`config.mk`:
```
export PLATFORM = sky130hd
export DESIGN_NAME = addsub_seq_cla
export DESIGN_NICKNAME = d
export VERILOG_FILES = /design/src/rtl/addsub_seq_cla_pkg.sv /design/src/rtl/addsub_seq_cla_cla_slice.sv /design/src/rtl/addsub_seq_cla.sv
export SDC_FILE = /design/constraint.sdc
export NUM_CORES = 1
export LEC_CHECK = 0
export CAP_MARGIN = 20
export CORE_AREA = 5 5 95 115
export DETAILED_ROUTE_END_ITERATION = 10
export DIE_AREA = 0 0 100 120
export PLACE_DENSITY_LB_ADDON = 0.25
export RECOVER_POWER = 100
export SLEW_MARGIN = 20
export SYNTH_ARGS = -nofsm -noshare
export SYNTH_HDL_FRONTEND = slang
export SYNTH_SLANG_ARGS = --single-unit
```
`constraint.sdc`:
```
create_clock -name clk -period 7 [get_ports clk]
set_input_delay 1.4 -clock clk [delete_from_list [all_inputs] [get_ports clk]]
set_output_delay 1.4 -clock clk [all_outputs]
set_load 0.02 [all_outputs]
```
`src/rtl/addsub_seq_cla_pkg.sv`:
```
// Shared definitions for the sequential carry-lookahead adder/subtractor.
//   - Operation mode encodings presented on the 'mode' port.
//   - Control FSM state encoding.
package addsub_seq_cla_pkg;

   localparam logic [1:0] MODE_ADD = 2'b00;
   localparam logic [1:0] MODE_SUB = 2'b01;
   localparam logic [1:0] MODE_ADC = 2'b10;
   localparam logic [1:0] MODE_SBC = 2'b11;

   typedef enum logic [1:0] {
      ST_IDLE = 2'b00,
      ST_RUN  = 2'b01,
      ST_DONE = 2'b10
   } state_t;

endpackage

```
`src/rtl/addsub_seq_cla_cla_slice.sv`:
```
// K-bit carry-lookahead slice (purely combinational).
// Ports:
//   a   [K-1:0]  slice of operand A
//   bx  [K-1:0]  slice of operand B, already inverted for subtraction
//   cin          carry into bit 0 of the slice
//   sum [K-1:0]  slice sum
//   cv  [K:0]    full carry vector; cv[0] = cin, cv[K] = carry out.
//                cv[K-1] is the carry into the slice MSB, used for overflow.
module cla_slice #(
   parameter int K = 4
) (
   input  logic [K-1:0] a,
   input  logic [K-1:0] bx,
   input  logic         cin,
   output logic [K-1:0] sum,
   output logic [K:0]   cv
);

   logic [K-1:0] g;
   logic [K-1:0] p;

   assign g     = a & bx;
   assign p     = a ^ bx;
   assign cv[0] = cin;

   generate
      for (genvar gi = 0; gi < K; gi++) begin : g_carry
         assign cv[gi+1] = g[gi] | (p[gi] & cv[gi]);
      end
   endgenerate

   assign sum = p ^ cv[K-1:0];

endmodule

```
`src/rtl/addsub_seq_cla.sv`:
```
// Multi-cycle two's-complement adder/subtractor.
// A W-bit operand pair is processed K bits per cycle through a single
// carry-lookahead slice; the carry between slices is held in a register.
// ADC/SBC chain through a carry flag that is updated only when a result is
// taken by the sink, so multi-word arithmetic can be built from a sequence of
// operations.
// Ports:
//   clk, rst           clock, synchronous active-high reset
//   in_valid/in_ready  operand handshake (a, b, mode)
//   mode               00 ADD, 01 SUB, 10 ADC, 11 SBC
//   out_valid/out_ready result handshake (s, c, v, z, n)
//   c                  carry out of bit W-1 (for SUB/SBC: 1 = no borrow)
//   v, z, n            signed overflow, zero, negative
module addsub_seq_cla
   import addsub_seq_cla_pkg::*;
#(
   parameter int W = 16,
   parameter int K = 4
) (
   input  logic         clk,
   input  logic         rst,
   input  logic         in_valid,
   output logic         in_ready,
   input  logic [W-1:0] a,
   input  logic [W-1:0] b,
   input  logic [1:0]   mode,
   output logic         out_valid,
   input  logic         out_ready,
   output logic [W-1:0] s,
   output logic         c,
   output logic         v,
   output logic         z,
   output logic         n
);

   localparam int NSLICE = W / K;
   localparam int IDXW   = (NSLICE > 1) ? $clog2(NSLICE) : 1;

   state_t          state_q, state_d;
   logic [IDXW-1:0] idx_q, idx_d;
   logic [W-1:0]    a_q, a_d;
   logic [W-1:0]    bx_q, bx_d;
   logic            carry_q, carry_d;
   logic [W-1:0]    s_q, s_d;
   logic            c_q, c_d;
   logic            v_q, v_d;
   logic            z_q, z_d;
   logic            n_q, n_d;
   logic            cflag_q, cflag_d;

   logic [K-1:0]    slice_a;
   logic [K-1:0]    slice_bx;
   logic [K-1:0]    slice_sum;
   logic [K:0]      slice_cv;
   logic [W-1:0]    s_merged;
   logic            last_slice;

   cla_slice #(.K(K)) u_slice (
      .a   (slice_a),
      .bx  (slice_bx),
      .cin (carry_q),
      .sum (slice_sum),
      .cv  (slice_cv)
   );

   assign last_slice = (idx_q == IDXW'(NSLICE - 1));

   // Operand slice selection and write-back of the slice sum into the result.
   // Constant-indexed muxes keep every part-select static.
   always_comb begin
      slice_a  = '0;
      slice_bx = '0;
      s_merged = s_q;
      for (int i = 0; i < NSLICE; i++) begin
         if (idx_q == IDXW'(i)) begin
            slice_a            = a_q[i*K +: K];
            slice_bx           = bx_q[i*K +: K];
            s_merged[i*K +: K] = slice_sum;
         end
      end
   end

   always_comb begin
      state_d = state_q;
      idx_d   = idx_q;
      a_d     = a_q;
      bx_d    = bx_q;
      carry_d = carry_q;
      s_d     = s_q;
      c_d     = c_q;
      v_d     = v_q;
      z_d     = z_q;
      n_d     = n_q;
      cflag_d = cflag_q;

      case (state_q)
         ST_IDLE: begin
            if (in_valid) begin
               a_d  = a;
               // Subtraction is A + ~B + carry; inversion happens once here.
               bx_d = b ^ {W{mode[0]}};
               case (mode)
                  MODE_ADD: carry_d = 1'b0;
                  MODE_SUB: carry_d = 1'b1;
                  MODE_ADC: carry_d = cflag_q;
                  MODE_SBC: carry_d = cflag_q;
                  default:  carry_d = 1'b0;
               endcase
               idx_d   = '0;
               state_d = ST_RUN;
            end
         end

         ST_RUN: begin
            s_d     = s_merged;
            carry_d = slice_cv[K];
            if (last_slice) begin
               c_d     = slice_cv[K];
               // Carry into bit W-1 XOR carry out of bit W-1.
               v_d     = slice_cv[K-1] ^ slice_cv[K];
               z_d     = (s_merged == '0);
               n_d     = s_merged[W-1];
               state_d = ST_DONE;
            end else begin
               idx_d = idx_q + IDXW'(1);
            end
         end

         ST_DONE: begin
            if (out_ready) begin
               cflag_d = c_q;
               state_d = ST_IDLE;
            end
         end

         default: state_d = ST_IDLE;
      endcase
   end

   always_ff @(posedge clk) begin
      if (rst) begin
         state_q <= ST_IDLE;
         idx_q   <= '0;
         a_q     <= '0;
         bx_q    <= '0;
         carry_q <= 1'b0;
         s_q     <= '0;
         c_q     <= 1'b0;
         v_q     <= 1'b0;
         z_q     <= 1'b0;
         n_q     <= 1'b0;
         cflag_q <= 1'b0;
      end else begin
         state_q <= state_d;
         idx_q   <= idx_d;
         a_q     <= a_d;
         bx_q    <= bx_d;
         carry_q <= carry_d;
         s_q     <= s_d;
         c_q     <= c_d;
         v_q     <= v_d;
         z_q     <= z_d;
         n_q     <= n_d;
         cflag_q <= cflag_d;
      end
   end

   assign in_ready  = (state_q == ST_IDLE);
   assign out_valid = (state_q == ST_DONE);
   assign s         = s_q;
   assign c         = c_q;
   assign v         = v_q;
   assign z         = z_q;
   assign n         = n_q;

endmodule

```
Word-level counts from Yosys, hierarchy flattened:

Index checks and enable logic that the tools add are counted.

* div/mod/pow operators: 0
* multiply operators: 0
* $add $sub $neg: 1
* muxes and demuxes: 22
* reductions and logical operators: 12
* magnitude comparators: 0
* equality and inequality tests: 12
* shift operators: 0
* bitwise logic cells: 13

Operators with widths (count)
* $mux 4: 12
* $logic_not 16->1: 1
* $xor 16x16->16: 1
* $eq 2x2->1 const B: 5
* $mux 2: 5
* $reduce_and 2->1: 4
* $xor 4x4->4: 2
* $eq 2x1->1 const B: 3
* $logic_not 2->1: 3
* $ne 2x2->1 const B: 3
* $pmux 2 s3: 1
* $reduce_and 3->1: 2
* $and 1x1->1: 4
* $and 4x4->4: 1
* $or 1x1->1: 4
* $pmux 2 s2: 1
* $pmux 1 s3: 1
* $add 2x1->2 const B: 1
* $ne 2x1->1 const B: 1
* $pmux 1 s2: 1
* $reduce_bool 2->1: 1
* $reduce_or 2->1: 1
* $mux 1: 1
* $xor 1x1->1: 1

* output and inout bits: 22
* flip-flop bits (word level): 58
* input port bits: 38
* bits in read-only memories: 0
* memories kept: 0
* memory bits (writable): 0
* latch bits: 0
* logic and storage cells: 71

Longest topological paths before layout:

* word-level depth: 15
* mapped depth: 15
* gate-level depth less buffers: 14

Cells and area by module:

Synthesis repeated with hierarchy kept, for this count alone.

* cells, all modules: 340
* area total of the unflattened synthesis: 2757.6 µm²

Modules (own cells, without submodules)
* addsub_seq_cla: cells each 326, times used 1, area each 2636.3 µm², sequential area each 1161.1 µm²
* cla_slice: cells each 14, times used 1, area each 121.4 µm², sequential area each 0.0 µm²

Worst setup path before layout:

OpenSTA, ideal clock, no wires.

* path type: register -> register
* start: reg idx_q[0]
* end: reg z_q, in the netlist z
* arrival: 3.694 ns
* setup time: 0.069 ns
* slack: 3.237 ns
* data required time: 6.931 ns
* buffers on the path: 2
* clock period less this slack: 3.763 ns
* stages on the path, launching flop included: 16
* path through: dfxtp_1 inv_1 ha_1 buf_2 buf_1 a21oi_1 a21oi_1 o21ai_0 fa_1 fa_1 fa_1 fa_1 nor2_1 o21ai_0 or4_1 o21ai_1

* word-level cells in the longest chain between the ends: 15
* elaborated cells on any way between the ends: 27
* those cells by class: 3 x eq/ne; 12 x mux; 9 x bitwise; 3 x reduce/logical

Ends and longest elaborated chain
* from (decl): line addsub_seq_cla.sv:40 `logic [IDXW-1:0] idx_q, idx_d;`
* from (signal assigned): line addsub_seq_cla.sv:155 `idx_q <= idx_d;`
* $logic_not 2->1: line addsub_seq_cla.sv:75 `if (idx_q == IDXW'(i)) begin`
* $mux 4 (4 in series): line addsub_seq_cla.sv:75
* $xor 4x4->4: line addsub_seq_cla_cla_slice.sv:23 `assign p = a ^ bx;`
* $and 1x1->1: line addsub_seq_cla_cla_slice.sv:28 `assign cv[gi+1] = g[gi] | (p[gi] & cv[gi]);`
* $or 1x1->1: line addsub_seq_cla_cla_slice.sv:28
* $and 1x1->1: line addsub_seq_cla_cla_slice.sv:28
* $or 1x1->1: line addsub_seq_cla_cla_slice.sv:28
* $and 1x1->1: line addsub_seq_cla_cla_slice.sv:28
* $or 1x1->1: line addsub_seq_cla_cla_slice.sv:28
* $xor 4x4->4: line addsub_seq_cla_cla_slice.sv:32 `assign sum = p ^ cv[K-1:0];`
* $mux 4: line addsub_seq_cla.sv:75
* $logic_not 16->1: line addsub_seq_cla.sv:121 `z_d = (s_merged == '0);`
* to (signal assigned): line addsub_seq_cla.sv:162 `z_q <= z_d;`
* to (decl): line addsub_seq_cla.sv:47 `logic z_q, z_d;`

Several ways; a longest one is shown, not always the timed one.
A chain may end at the register's enable or synchronous reset.

Worst setup path in the final report:

* start: reg idx_q[1]
* end: reg z_q, in the netlist z

Same word-level chain as after synthesis.

==> impl_metrics.sql <==
INSERT INTO impl_metrics (metric_group, metric, value, unit) VALUES
('status', 'outcome', 'finished with violations', ''),
('status', 'violated_checks', 'capacitance limit, slew limit', ''),
('sta', 'worst-slew-pin-transition', '2510', 'ps'),
('worst_setup_path', 'reg2reg_depth', '14', ''),
('die', 'die_area', '12000', 'um^2'),
('placement', 'port-buffer-count', '59', ''),
('synthesis', 'synth_top_cells_by_count', '67 x sky130_fd_sc_hd__nand2_1, 58 x sky130_fd_sc_hd__dfxtp_1, 44 x sky130_fd_sc_hd__a21oi_1', ''),
('synthesis', 'synth.area.mux_share', '0.0516', ''),
('worst_setup_path', 'setup.reg_to_reg.worst_slack', '2860', 'ps'),
('detailed_routing', 'drc_errors', '0', ''),
('run', 'cap_violations', '1', ''),
('worst_setup_path', 'worst_setup_path_start_kind', 'flip-flop', ''),
('synthesis', 'synth_sequential_area_ratio', '0.427', ''),
('die', 'initial_cell_density_of_the_core', '0.278', ''),
('synthesis', 'synthesis.yosys.warnings', '0', ''),
('clock_tree', 'clkLatencyLatePin', '320', 'ps'),
('synthesis', 'synth_compound_area_frac', '0.168', ''),
('global_route', 'grt_first_pass_wirelength', '11100', 'um'),
('clock_tree', 'clock_sink_count', '58', ''),
('worst_setup_path', 'path_class', 'reg -> reg', ''),
('global_route', 'antenna_violations_before_repair', '0', ''),
('detailed_routing', 'vias_per_cell', '4.54', ''),
('synthesis', 'synth_top_area_cell', 'sky130_fd_sc_hd__dfxtp_1', ''),
('sta', 'hold_ws', '454', 'ps'),
('placement', 'dp_hpwl', '5040', 'um'),
('die', 'die_w', '100', 'um'),
('final_layout', 'nets', '426', ''),
('sta', 'shortest_clock_period_the_worst_path_allows_after_layout', '4140', 'ps'),
('sta', 'max_slew_margin', '-0.675', ''),
('die', 'std_cell_rows', '40', ''),
('synthesis', 'syn-instance-count', '331', ''),
('worst_setup_path', 'worst_path_dominant_cell_family', 'adder cells', ''),
('worst_setup_path', 'timing.critical_path.to_type', 'flip-flop', ''),
('detailed_routing', 'dr_total_vias', '2313', ''),
('synthesis', 'synth_area_leaders', 'sky130_fd_sc_hd__dfxtp_1 43%, sky130_fd_sc_hd__nand2_1 9.3%, sky130_fd_sc_hd__a21oi_1 8.1%, sky130_fd_sc_hd__xnor2_1 5.5%, sky130_fd_sc_hd__nor2_1 5.3%', ''),
('sta', 'setup_tns', '0', 'ps'),
('clock_tree', 'htree_num_levels', '3', ''),
('final_layout', 'n_fill_cell', '1033', ''),
('min_path', 'hold-path-endpoint', 'n$_SDFFE_PP0P_', ''),
('detailed_routing', 'drt_pass1_iterations', '4', ''),
('global_route', 'total_track_usage', '0.117', ''),
('final_layout', 'antenna_cells', '0', ''),
('detailed_routing', 'drt_wl_total', '6720', 'um'),
('synthesis', 'post-synth-top-count-cell', 'sky130_fd_sc_hd__nand2_1', ''),
('synthesis', 'synth_simple_gate_area_share', '0.206', ''),
('worst_setup_path', 'arrival_worst_endpoint', '4380', 'ps'),
('worst_setup_path', 'cp_cell_instances', 'inv_1 -> ha_1 -> nand3b_1 -> a21oi_1 -> a21oi_1 -> o21ai_0 -> fa_1 -> fa_1 -> fa_1 -> fa_1 -> nor2_1 -> o21ai_0 -> or4_1 -> o21ai_0', ''),
('power_and_ir_drop', 'power.leakage', '1.44', 'nW'),
('worst_setup_path', 'slowest_stage', 'sky130_fd_sc_hd__fa_1', ''),
('clock_tree', 'clk_root_buf', 'sky130_fd_sc_hd__clkbuf_16', ''),
('global_route', 'grt_start_max_net_pins', '60', ''),
('min_path', 'worst_hold_launch', 'n$_SDFFE_PP0P_', ''),
('synthesis', 'post_synth_instance_area', '2720', 'um^2'),
('synthesis', 'synth_top_cell_area_share', '0.427', ''),
('detailed_routing', 'routed_wire_length_per_instance', '13.2', 'um'),
('sta', 'drv_slew', '60', ''),
('sta', 'finalClockSkew', '7.83', 'ps'),
('power_and_ir_drop', 'ir_worst_vdd', '0.130', 'mV'),
('sta', 'grt_setup_unrepaired', 'no', ''),
('synthesis', 'synth-edff-count', '0', ''),
('synthesis', 'synth_top_family_by_area', 'simple AND/OR/NAND/NOR gates', ''),
('synthesis', 'number_of_different_library_cells_in_the_post_synthesis_netlist', '34', ''),
('synthesis', 'synth_fp_nets', '377', ''),
('placement', 'gp_congestion', '0.810', ''),
('final_layout', 'layout-drive-gt1-share', '0.0547', ''),
('worst_setup_path', 'worstReg2RegEnd', 'z$_SDFFE_PP0P_', ''),
('sta', 'fin_crit_sh', '0.591', ''),
('synthesis', 'synth_seq_cells', '58', ''),
('min_path', 'worst_hold_class', 'reg -> reg', ''),
('clock_tree', 'tritoncts', 'done', ''),
('synthesis', 'dominantRegCellSynth', 'sky130_fd_sc_hd__dfxtp_1', '');
## sequential cells by signal (all words and copies together) (netlist names)
name	flops
a_q	16
bx_q	16
s	16
idx_q	2
state_q	2
c	1
carry_q	1
cflag_q	1
n	1
v	1
z	1
## worst min-delay path: cells and delay by family, from the launching register on
kind	cells	cell delay (ps)
AOI/OAI and AO/OA	1	50
DFF	1	300
and+or+nand+nor	1	50
## per-layer routing
layer  GRT usage  up-vias  wire length, um
met3      0.0337        7              282
met4      0.0480        0               91
met1       0.130     1039             2870
li1            -     1218                -
met5           0        -                0
met2       0.205       49             3470
## power breakdown
group | switching, mW | total, mW | internal, mW
Sequential | 0.0124 | 0.361 | 0.349
Clock | 0.137 | 0.458 | 0.321
Combinational | 0.0709 | 0.134 | 0.0633
## layout make-up
class	instances	area (um^2)	area share
multi-input combinational	246	1440	0.390
sequential	58	1160	0.314
timing repair buffer	61	599	0.162
clock buffer	14	294	0.0795
tap	126	158	0.0426
clock inverter	1	30.0	0.00812
inverter	4	15.0	0.00406
## layout by cell type, fill, tap and decap left out, types with 2 or more instances in the layout
cell type,instances
sky130_fd_sc_hd__inv_1,4
sky130_fd_sc_hd__clkbuf_16,9
sky130_fd_sc_hd__buf_4,2
sky130_fd_sc_hd__o21ai_0,11
sky130_fd_sc_hd__mux2i_1,14
sky130_fd_sc_hd__nor2_1,38
sky130_fd_sc_hd__clkdlybuf4s50_1,36
sky130_fd_sc_hd__a211oi_1,17
sky130_fd_sc_hd__nand2_1,67
sky130_fd_sc_hd__xnor2_1,17
sky130_fd_sc_hd__fa_1,4
sky130_fd_sc_hd__nand3b_1,9
sky130_fd_sc_hd__nor3_1,5
sky130_fd_sc_hd__clkbuf_8,5
sky130_fd_sc_hd__dlygate4sd3_1,22
sky130_fd_sc_hd__dfxtp_1,58
sky130_fd_sc_hd__a21oi_1,44
sky130_fd_sc_hd__ha_1,4
## through the flow
step	utilization	total power, mW	area (um^2)	setup WS [ps]	instances
after detailed placement	0.346	0.505	3370	2880	495
after CTS	0.379	0.966	3700	2870	510
after global placement	0.346	0.502	3370	3040	495
final	0.379	0.954	3700	2860	510
after global routing	0.379	0.993	3700	2540	510
after floorplan	-	0.453	2720	3240	331
## worst max path at each step
stage	start	end	slack, ps
final	idx_q[1]$_SDFFE_PP0P_	z$_SDFFE_PP0P_	2860
after global routing	idx_q[1]$_SDFFE_PP0P_	z$_SDFFE_PP0P_	2540
after CTS	idx_q[1]$_SDFFE_PP0P_	z$_SDFFE_PP0P_	2870
after detailed placement	idx_q[1]$_SDFFE_PP0P_	z$_SDFFE_PP0P_	2880
after global placement	idx_q[1]$_SDFFE_PP0P_	z$_SDFFE_PP0P_	3040
after floorplan	idx_q[0]$_SDFFE_PP0P_	z$_SDFFE_PP0P_	3240
## kinds of logic (layout without fill, tap and decap cells)
| kind of cell | count (synthesis) | in the layout |
|---|---|---|
| and+or+nand+nor | 129 | 129 |
| muxes | 14 | 14 |
| AOI/OAI and AO/OA | 78 | 78 |
| xor gates and xnor gates | 17 | 17 |
| DFF | 58 | 58 |
| adders and majority gates | 8 | 8 |
| buffers and inverters | 27 | 80 |
(Power assumes the default switching activity.)
